===== src/rtl/alu_seq_pkg.sv =====
// ---------------------------------------------------------------------------
// alu_seq_pkg
// Shared definitions for the ALU sharing sequencer:
//   - default operand/opcode/counter widths
//   - sequencer state encoding (2-bit)
// ---------------------------------------------------------------------------
package alu_seq_pkg;

   localparam int ALU_DATA_W = 8;   // operand and result width
   localparam int ALU_OP_W   = 4;   // opcode width
   localparam int ALU_CNT_W  = 16;  // completed-operation counter width

   typedef enum logic [1:0] {
      S_IDLE = 2'd0,
      S_EXEC = 2'd1,
      S_RESP = 2'd2
   } seq_state_t;

endpackage : alu_seq_pkg


===== src/rtl/rr_arb2.sv =====
// ---------------------------------------------------------------------------
// rr_arb2
// Two-way round-robin arbiter, purely combinational.
// Ports:
//   valid[1:0]  in   request valids from requesters 0 and 1
//   last_grant  in   requester that owned the most recent completed operation
//   enable      in   arbitration allowed this cycle (sequencer idle)
//   grant[1:0]  out  one-hot grant, all zeros when disabled or no request
// ---------------------------------------------------------------------------
module rr_arb2 (
   input  logic [1:0] valid,
   input  logic       last_grant,
   input  logic       enable,
   output logic [1:0] grant
);

   always_comb begin
      grant = 2'b00;
      if (enable) begin
         // On a tie, the requester that did not win last time is chosen.
         grant[0] = valid[0] & (~valid[1] | last_grant);
         grant[1] = valid[1] & (~valid[0] | ~last_grant);
      end
   end

endmodule : rr_arb2


===== src/rtl/alu_share_sequencer.sv =====
// ---------------------------------------------------------------------------
// alu_share_sequencer
// Shares one combinational ALU between two requesters. A request is accepted
// with a valid/ready handshake in IDLE, its operands are registered onto the
// ALU inputs, the ALU gets one full EXEC cycle to settle, and the result is
// captured and held in RESP until the consumer acknowledges it.
// Ports:
//   clock, reset            clock and asynchronous active-high reset
//   reqN_valid/ready        request handshake for requester N (0 or 1)
//   reqN_a/b/op             operands and opcode of requester N
//   alu_a/alu_b/alu_op      registered ALU inputs (sole driver of the ALU)
//   alu_result              combinational ALU result
//   resp_valid/id/data      held response, owner id and captured result
//   resp_ack                consumer accepts the response (only in RESP)
//   busy                    sequencer is not idle
//   ops_done                count of acknowledged operations (wraps)
// ---------------------------------------------------------------------------
module alu_share_sequencer
   import alu_seq_pkg::*;
#(
   parameter int DATA_W = ALU_DATA_W,
   parameter int OP_W   = ALU_OP_W,
   parameter int CNT_W  = ALU_CNT_W
) (
   input  logic              clock,
   input  logic              reset,

   input  logic              req0_valid,
   output logic              req0_ready,
   input  logic [DATA_W-1:0] req0_a,
   input  logic [DATA_W-1:0] req0_b,
   input  logic [OP_W-1:0]   req0_op,

   input  logic              req1_valid,
   output logic              req1_ready,
   input  logic [DATA_W-1:0] req1_a,
   input  logic [DATA_W-1:0] req1_b,
   input  logic [OP_W-1:0]   req1_op,

   output logic [DATA_W-1:0] alu_a,
   output logic [DATA_W-1:0] alu_b,
   output logic [OP_W-1:0]   alu_op,
   input  logic [DATA_W-1:0] alu_result,

   output logic              resp_valid,
   output logic              resp_id,
   output logic [DATA_W-1:0] resp_data,
   input  logic              resp_ack,

   output logic              busy,
   output logic [CNT_W-1:0]  ops_done
);

   seq_state_t        state_reg, state_next;
   logic              last_grant_reg;
   logic              grant_id_reg;
   logic [DATA_W-1:0] alu_a_reg, alu_b_reg;
   logic [OP_W-1:0]   alu_op_reg;
   logic              resp_valid_reg;
   logic              resp_id_reg;
   logic [DATA_W-1:0] resp_data_reg;
   logic [CNT_W-1:0]  ops_done_reg;

   logic [1:0]        grant;
   logic              idle;

   assign idle = (state_reg == S_IDLE);

   rr_arb2 u_arb (
      .valid      ({req1_valid, req0_valid}),
      .last_grant (last_grant_reg),
      .enable     (idle),
      .grant      (grant)
   );

   // The grant already includes the valid, so ready == grant is a handshake.
   assign req0_ready = grant[0];
   assign req1_ready = grant[1];

   // -----------------------------------------------------------------------
   // Next-state logic
   // -----------------------------------------------------------------------
   always_comb begin
      state_next = state_reg;
      case (state_reg)
         S_IDLE: if (|grant)   state_next = S_EXEC;
         S_EXEC:               state_next = S_RESP;
         S_RESP: if (resp_ack) state_next = S_IDLE;
         default:              state_next = S_IDLE;
      endcase
   end

   // -----------------------------------------------------------------------
   // State and datapath registers
   // -----------------------------------------------------------------------
   always_ff @(posedge clock or posedge reset) begin
      if (reset) begin
         state_reg      <= S_IDLE;
         last_grant_reg <= 1'b1;     // requester 0 wins the first tie
         grant_id_reg   <= 1'b0;
         alu_a_reg      <= '0;
         alu_b_reg      <= '0;
         alu_op_reg     <= '0;
         resp_valid_reg <= 1'b0;
         resp_id_reg    <= 1'b0;
         resp_data_reg  <= '0;
         ops_done_reg   <= '0;
      end else begin
         state_reg <= state_next;

         // Operands are sampled only on the handshake cycle.
         if (grant[0]) begin
            alu_a_reg    <= req0_a;
            alu_b_reg    <= req0_b;
            alu_op_reg   <= req0_op;
            grant_id_reg <= 1'b0;
         end else if (grant[1]) begin
            alu_a_reg    <= req1_a;
            alu_b_reg    <= req1_b;
            alu_op_reg   <= req1_op;
            grant_id_reg <= 1'b1;
         end

         // The ALU inputs have been stable for the whole EXEC cycle.
         if (state_reg == S_EXEC) begin
            resp_data_reg  <= alu_result;
            resp_id_reg    <= grant_id_reg;
            resp_valid_reg <= 1'b1;
         end

         // Round-robin history only advances on completed operations, so
         // an aborted transaction does not affect fairness.
         if (state_reg == S_RESP && resp_ack) begin
            resp_valid_reg <= 1'b0;
            last_grant_reg <= grant_id_reg;
            ops_done_reg   <= ops_done_reg + CNT_W'(1);
         end
      end
   end

   assign alu_a      = alu_a_reg;
   assign alu_b      = alu_b_reg;
   assign alu_op     = alu_op_reg;
   assign resp_valid = resp_valid_reg;
   assign resp_id    = resp_id_reg;
   assign resp_data  = resp_data_reg;
   assign ops_done   = ops_done_reg;
   assign busy       = ~idle;

endmodule : alu_share_sequencer


===== config.mk =====
export PLATFORM = sky130hd
export DESIGN_NAME = alu_share_sequencer
export DESIGN_NICKNAME = d
export VERILOG_FILES = /design/src/rtl/alu_seq_pkg.sv /design/src/rtl/rr_arb2.sv /design/src/rtl/alu_share_sequencer.sv
export SDC_FILE = /design/constraint.sdc
export NUM_CORES = 1
export LEC_CHECK = 0
export BUFFER_PORTS_ARGS = -buffer_cell sky130_fd_sc_hd__buf_2
export CELL_PAD_IN_SITES_DETAIL_PLACEMENT = 1
export CELL_PAD_IN_SITES_GLOBAL_PLACEMENT = 2
export CORE_MARGIN = 2
export CORE_UTILIZATION = 29
export DETAILED_ROUTE_END_ITERATION = 8
export PLACE_DENSITY = 0.84
export SYNTH_ARGS = -nofsm -noshare
export SYNTH_HDL_FRONTEND = slang
export SYNTH_SLANG_ARGS = --single-unit
export TNS_END_PERCENT = 50

===== constraint.sdc =====
create_clock -name clock -period 3.15 [get_ports clock]
set_clock_uncertainty 0.05 [all_clocks]
set_input_delay 0 -clock clock [delete_from_list [all_inputs] [get_ports clock]]
set_output_delay 0 -clock clock [all_outputs]
set_load 0.01 [all_outputs]

# Word level (Yosys, flattened, before mapping)
# Cells that the tools add are included.
[word_totals] ff_bits=50 latchBits=0 ram_bits=0 rom_bits=0 inputBits=53 output_inout_bits=49 wordCells=43 mem_count=0
[classes] add_sub_neg=1 multipliers=0 n_div=0 magnitude_cmp=0 n_eq_ne=4 n_shift=0 mux=14 bitwise_logic=8 reduce_logical=6
[ops] cell="two-way mux 8 bit" count=4
[ops] cell="adder 16 x 1 -> 16 bit, second input constant" count=1
[ops] cell="two-way mux 4 bit" count=2
[ops] cell="two-way mux 2 bit" count=3
[ops] cell="one-hot mux 2 bit (3 select lines)" count=1
[ops] cell="two-way mux 1 bit" count=4
[ops] cell="inverter 1 bit" count=4
[ops] cell="nonzero test 2 bit" count=2
[ops] cell="AND 1 bit" count=2
[ops] cell="== test 2 x 1 -> 1 bit, second input constant" count=1
[ops] cell="== test 2 bit, second input constant" count=1
[ops] cell="logical NOT 2 bit" count=1
[ops] cell="inequality test 2 x 1 -> 1 bit, second input constant" count=1
[ops] cell="inequality test 2 bit, second input constant" count=1
[ops] cell="bitwise OR 1 bit" count=2
[ops] cell="AND reduction 2 bit" count=1
[ops] cell="OR reduction 2 bit" count=1
[ops] cell="logical AND 1 bit" count=1

# Depth between registers and ports, before layout
[depth] word_depth=7 mapped_depth=6 depth_no_buf=5

# Modules after synthesis
# A second synthesis with hierarchy kept.
[hier_totals] hier_cells=192 hier_area_um2=2182.1
[modules_own_cells] module="alu_share_sequencer" n_inst=1 cells_per_inst=187 area_each_um2=2160.8 seq_area_each_um2=1252.5
[modules_own_cells] module="rr_arb2" n_inst=1 cells_per_inst=5 area_each_um2=21.3 seq_area_each_um2=0.0

# Least setup slack after synthesis
# Ideal clock, no wire load.
[synth_path] kind="register to register" start="register ops_done_reg[9] (netlist: ops_done[9])" end="register ops_done_reg[15] (netlist: ops_done[15])" setup_time_ps=79 t_arrival_ps=1402 required_ps=3021 path_slack_ps=1618 path_stages_with_launch=5 path_buffers=0 synth_period_minus_slack_ps=1532 cell_sequence="dfrtp_1 -> nand4_1 -> or4_4 -> nor3_2 -> xor2_1"
[synth_between] elab_chain_cells=1
[synth_lines] item="start, declared" line_no="alu_share_sequencer.sv:62" rtl="logic [CNT_W-1:0] ops_done_reg;"
[synth_lines] item="start signal, assigned" line_no="alu_share_sequencer.sv:136" rtl="ops_done_reg <= ops_done_reg + CNT_W'(1);"
[synth_lines] item="adder 16 x 1 -> 16 bit" line_no="alu_share_sequencer.sv:136"
# No other way between the ends.
# A chain may end at the register's enable or synchronous reset.

# Worst setup path after layout
[layout_path] start="register state_reg[1]" end="register alu_a_reg[0] (netlist: alu_a[0])"
[layout_between] elab_chain_cells=3 elab_cells_between_ends=4 cone_classes="mux (2); reduce/logical (2)"
[layout_lines] item="start, declared" line_no="alu_share_sequencer.sv:54" rtl="seq_state_t state_reg, state_next;"
[layout_lines] item="start signal, assigned" line_no="alu_share_sequencer.sv:109" rtl="state_reg <= state_next;"
[layout_lines] item="logical NOT 2 bit *" line_no="alu_share_sequencer.sv:67" rtl="assign idle = (state_reg == S_IDLE);"
[layout_lines] item="two-way mux 2 bit *" line_no="rr_arb2.sv:19" rtl="if (enable) begin"
[layout_lines] item="two-way mux 8 bit / nonzero test 2 bit (equally long branches)"
[layout_lines] item="end signal, assigned" line_no="alu_share_sequencer.sv:113" rtl="alu_a_reg <= req0_a;"
[layout_lines] item="end signal, assigned" line_no="alu_share_sequencer.sv:118" rtl="alu_a_reg <= req1_a;"
[layout_lines] item="end, declared" line_no="alu_share_sequencer.sv:57" rtl="logic [DATA_W-1:0] alu_a_reg, alu_b_reg;"
# Every way passes the cells marked *; elsewhere a longest branch is shown, timed or not.

==> parameters.txt <==
Parameter                              Value

Worst setup path
  Worst Setup Path Type ... reg -> reg
  Cell family with most CP delay ... buffers and inverters
  Crit path cell chain ... nor2_1 -> nand3_1 -> buf_4 -> inv_1 -> nand2_1 -> a31oi_1 -> dlygate4sd3_1
  Required time at the endpoint of the critical path ... ~3300 ps
  Arrival time at the worst endpoint ... 2820 ps
  Number of buffer and inverter instances along the worst setup path ... 3
  Biggest cell delay along the critical path ... 580 ps
  Slowest cell on the critical path ... sky130_fd_sc_hd__dlygate4sd3_1
  Highest fanout seen on the critical path ... 22
  Element type at the critical path start ... flop
  Worst Setup End Kind ... flop

Route
  DR pass1 iterations ... 4
  Number of vias in the routed layout ... 2,111
  Routed Antenna Nets ... 0
  Routed WL per cell ... 13.7 um
  Total wirelength of the detailed-routed design ... between 6000 and 7000 um
  DR iter-0 viols ... 30
  DR DRC count ... 0
  Detail-routed via count per cell ... 4.55

Clock tree
  Number of clock buffers inserted by TritonCTS ... 5
  Worst-case clock buffer depth ... 2
  Cts repair resizes ... 0
  Post-CTS Repair Setup Buffers ... 0
  Post-CTS clock slew at the launch and capture registers of the worst setup and hold paths ... 100 ps
  CTS H-tree depth ... 2
  CTS Sinks ... 50
  Clock insertion delay at the later pin of the skew report ... approximately 300 ps
  CTS tree ... built
  Root buffer selected by CTS ... sky130_fd_sc_hd__clkbuf_8

Die
  Core area ... 7250 sq um
  Row count ... 31
  Initial standard-cell utilization of the core ... 29.9%
  DIE HEIGHT ... 90.4 um
  Area of the die ... 8180 sq um
  Die X-Extent ... 90.4 um
  Number of ports placed on the die boundary ... 102

Yosys
  Proportion of synthesized chip area in sequential cells ... 57.8%
  Net count after synthesis ... between 200 and 300
  Synth warn ... 0
  Synthesized flop and latch total ... 50
  Mapped Avg Cell Area ... 10.3 sq um
  Cell variety after synth ... 29
  Most used flip-flop cell after synthesis ... sky130_fd_sc_hd__dfrtp_1
  Cell area after synthesis ... roughly 2200 sq um
  Post-synth ARST share ... 100%
  Number of synthesized flops with an enable pin ... 0
  Synthesized netlist cell count ... 211

Power and ir drop
  Total power per unit cell area ... approximately 830 nW/um^2
  P_leak ... 0.00164 uW
  Maximum resistive drop on vdd ... 261 uV

Timing
  Number of pins with negative max-slew slack in the final report ... 0
  Setup TNS ... 0 ps
  Final period utilization ... 83.7%
  Final Hold Viols ... 0
  Final Setup Violations ... 0
  Measured slew at the worst slew-check pin ... 1060 ps
  Maximum operating frequency ... 379 MHz
  Fin crit period ... about 2600 ps
  Headroom to the max-slew limit ... between 20% and 30%
  RSZ-0062 raised after global routing ... no

Place
  Dpl hpwl ... between 3000 and 4000 um
  Port bufs ... 101
  Routability congestion estimate ... 0.712

Final layout
  Number of flip-flops in the largest register ... 16
  Number of antenna repair diodes ... 0
  Leading cell types in the layout, fill and taps excluded ... sky130_fd_sc_hd__buf_2, sky130_fd_sc_hd__dlygate4sd3_1, sky130_fd_sc_hd__dfrtp_1
  Signed area change from the synthesized netlist to the final layout ... 57.3%
  Core Util, Final ... 47.0%
  Proportion of layout cells with a drive suffix above 1 ... between 30% and 40%
  Net total in the final layout ... 418
  Leading cell type in the layout, fill and taps excluded ... sky130_fd_sc_hd__buf_2

GRT
  Routing usage on met1 ... between 15 and 20%
  Vias in the first global route ... around 2.2k
  Wire length of the first global-routing pass ... about 11,000 um
  Total routing resource utilization after global routing ... 15.9%
  Grt ovf ... 0
  Number of antenna violations at the first check in global routing ... 0
  Met3 usage in global routing ... ~3.9%
  Met2 routing resource usage after global routing ... 30.6%
  Pin count of the biggest net entering global routing ... about 50
  Layer with the highest usage after global routing ... met2

Hold path
  Class of the worst hold path ... in -> reg

Run
  Max-cap violations ... 0

Outcome
  Run status ... completed
## cells in the mapped netlist, types with 2 or more instances
| master | n | area, sq um |
|---|---|---|
| sky130_fd_sc_hd__a21oi_1 | 2 | 10.0 |
| sky130_fd_sc_hd__a31oi_1 | 20 | 125 |
| sky130_fd_sc_hd__and4_1 | 2 | 17.5 |
| sky130_fd_sc_hd__buf_1 | 2 | 7.51 |
| sky130_fd_sc_hd__buf_2 | 4 | 20.0 |
| sky130_fd_sc_hd__clkbuf_1 | 3 | 11.3 |
| sky130_fd_sc_hd__dfrtp_1 | 49 | 1230 |
| sky130_fd_sc_hd__inv_1 | 6 | 22.5 |
| sky130_fd_sc_hd__mux2_2 | 11 | 124 |
| sky130_fd_sc_hd__nand2_1 | 47 | 176 |
| sky130_fd_sc_hd__nand3_1 | 5 | 25.0 |
| sky130_fd_sc_hd__nand4_1 | 2 | 12.5 |
| sky130_fd_sc_hd__nor2_1 | 27 | 101 |
| sky130_fd_sc_hd__nor4_1 | 2 | 12.5 |
| sky130_fd_sc_hd__o21a_1 | 2 | 15.0 |
| sky130_fd_sc_hd__xnor2_1 | 8 | 70.1 |
| sky130_fd_sc_hd__xor2_1 | 7 | 61.3 |
## layer usage
layer  part of all wire (%)  vias to the layer above  wire length, um
met5                      0                        -                0
met4                   0.80                        0               51
met3                    4.1                        4              263
met2                     54                       58             3450
met1                     41                     1034             2590
li1                       -                     1015                -
## worst min-delay path, cell delays in order
cell and delay, ps:
sky130_fd_sc_hd__buf_2 130, sky130_fd_sc_hd__nand3b_4 120, sky130_fd_sc_hd__xnor2_1 70
## power breakdown
group	internal, uW	switching (uW)
clock	236	220
combinational	691	613
sequential	897	169
## cell type report
| class | instances | area, sq um |
|---|---|---|
| clock buffers | 5 | 68.8 |
| clock inverters | 3 | 45.0 |
| fillers | 882 | 3850 |
| inverters | 6 | 22.5 |
| multi-input cells | 146 | 852 |
| flip-flops and latches | 50 | 1250 |
| well taps | 99 | 124 |
| repair buffers | 155 | 1040 |
## per-stage QoR
step	setup WS (ps)	area, sq um	power, uW	hold slack, ps	cells
floorplan	1620	2170	1690	31.5	211
global placement	1140	2770	2070	184	404
detailed placement	1030	2770	2100	188	404
CTS	463	3410	2840	7.87	464
global route	305	3410	3050	30.2	464
finish	514	3410	2830	15.2	464
## timing repair
item,in CTS,in global routing
endpoints found under the hold margin,79,0
setup endpoints to repair,0,0
hold buffers,52,0
## kinds of logic (layout without fill, tap and decap cells)
family | count (synthesis) | count (layout) | share of synthesized area, %
fa+ha+maj | 1 | 1 | 0.578
buf+inv | 15 | 169 | 2.83
flops | 50 | 50 | 57.8
xor+xnor | 15 | 15 | 6.07
simple gates | 95 | 95 | 20.0
mux | 11 | 11 | 5.72
compound gates | 24 | 24 | 6.93
## worst paths after layout
kind                              start            to  slack, ps  cells past startpoint
max                        state_reg[1]      alu_a[0]        510                      7
min                            resp_ack   ops_done[0]         20                      3
max reg2reg                state_reg[1]      alu_a[0]        510                      7
min reg2reg                ops_done[15]  ops_done[15]        440                      1
max in group asynchronous         reset      alu_b[1]       1940                      3
min in group asynchronous         reset      alu_b[3]        440                      3
No activity file was read; power rests on OpenSTA's default activity.
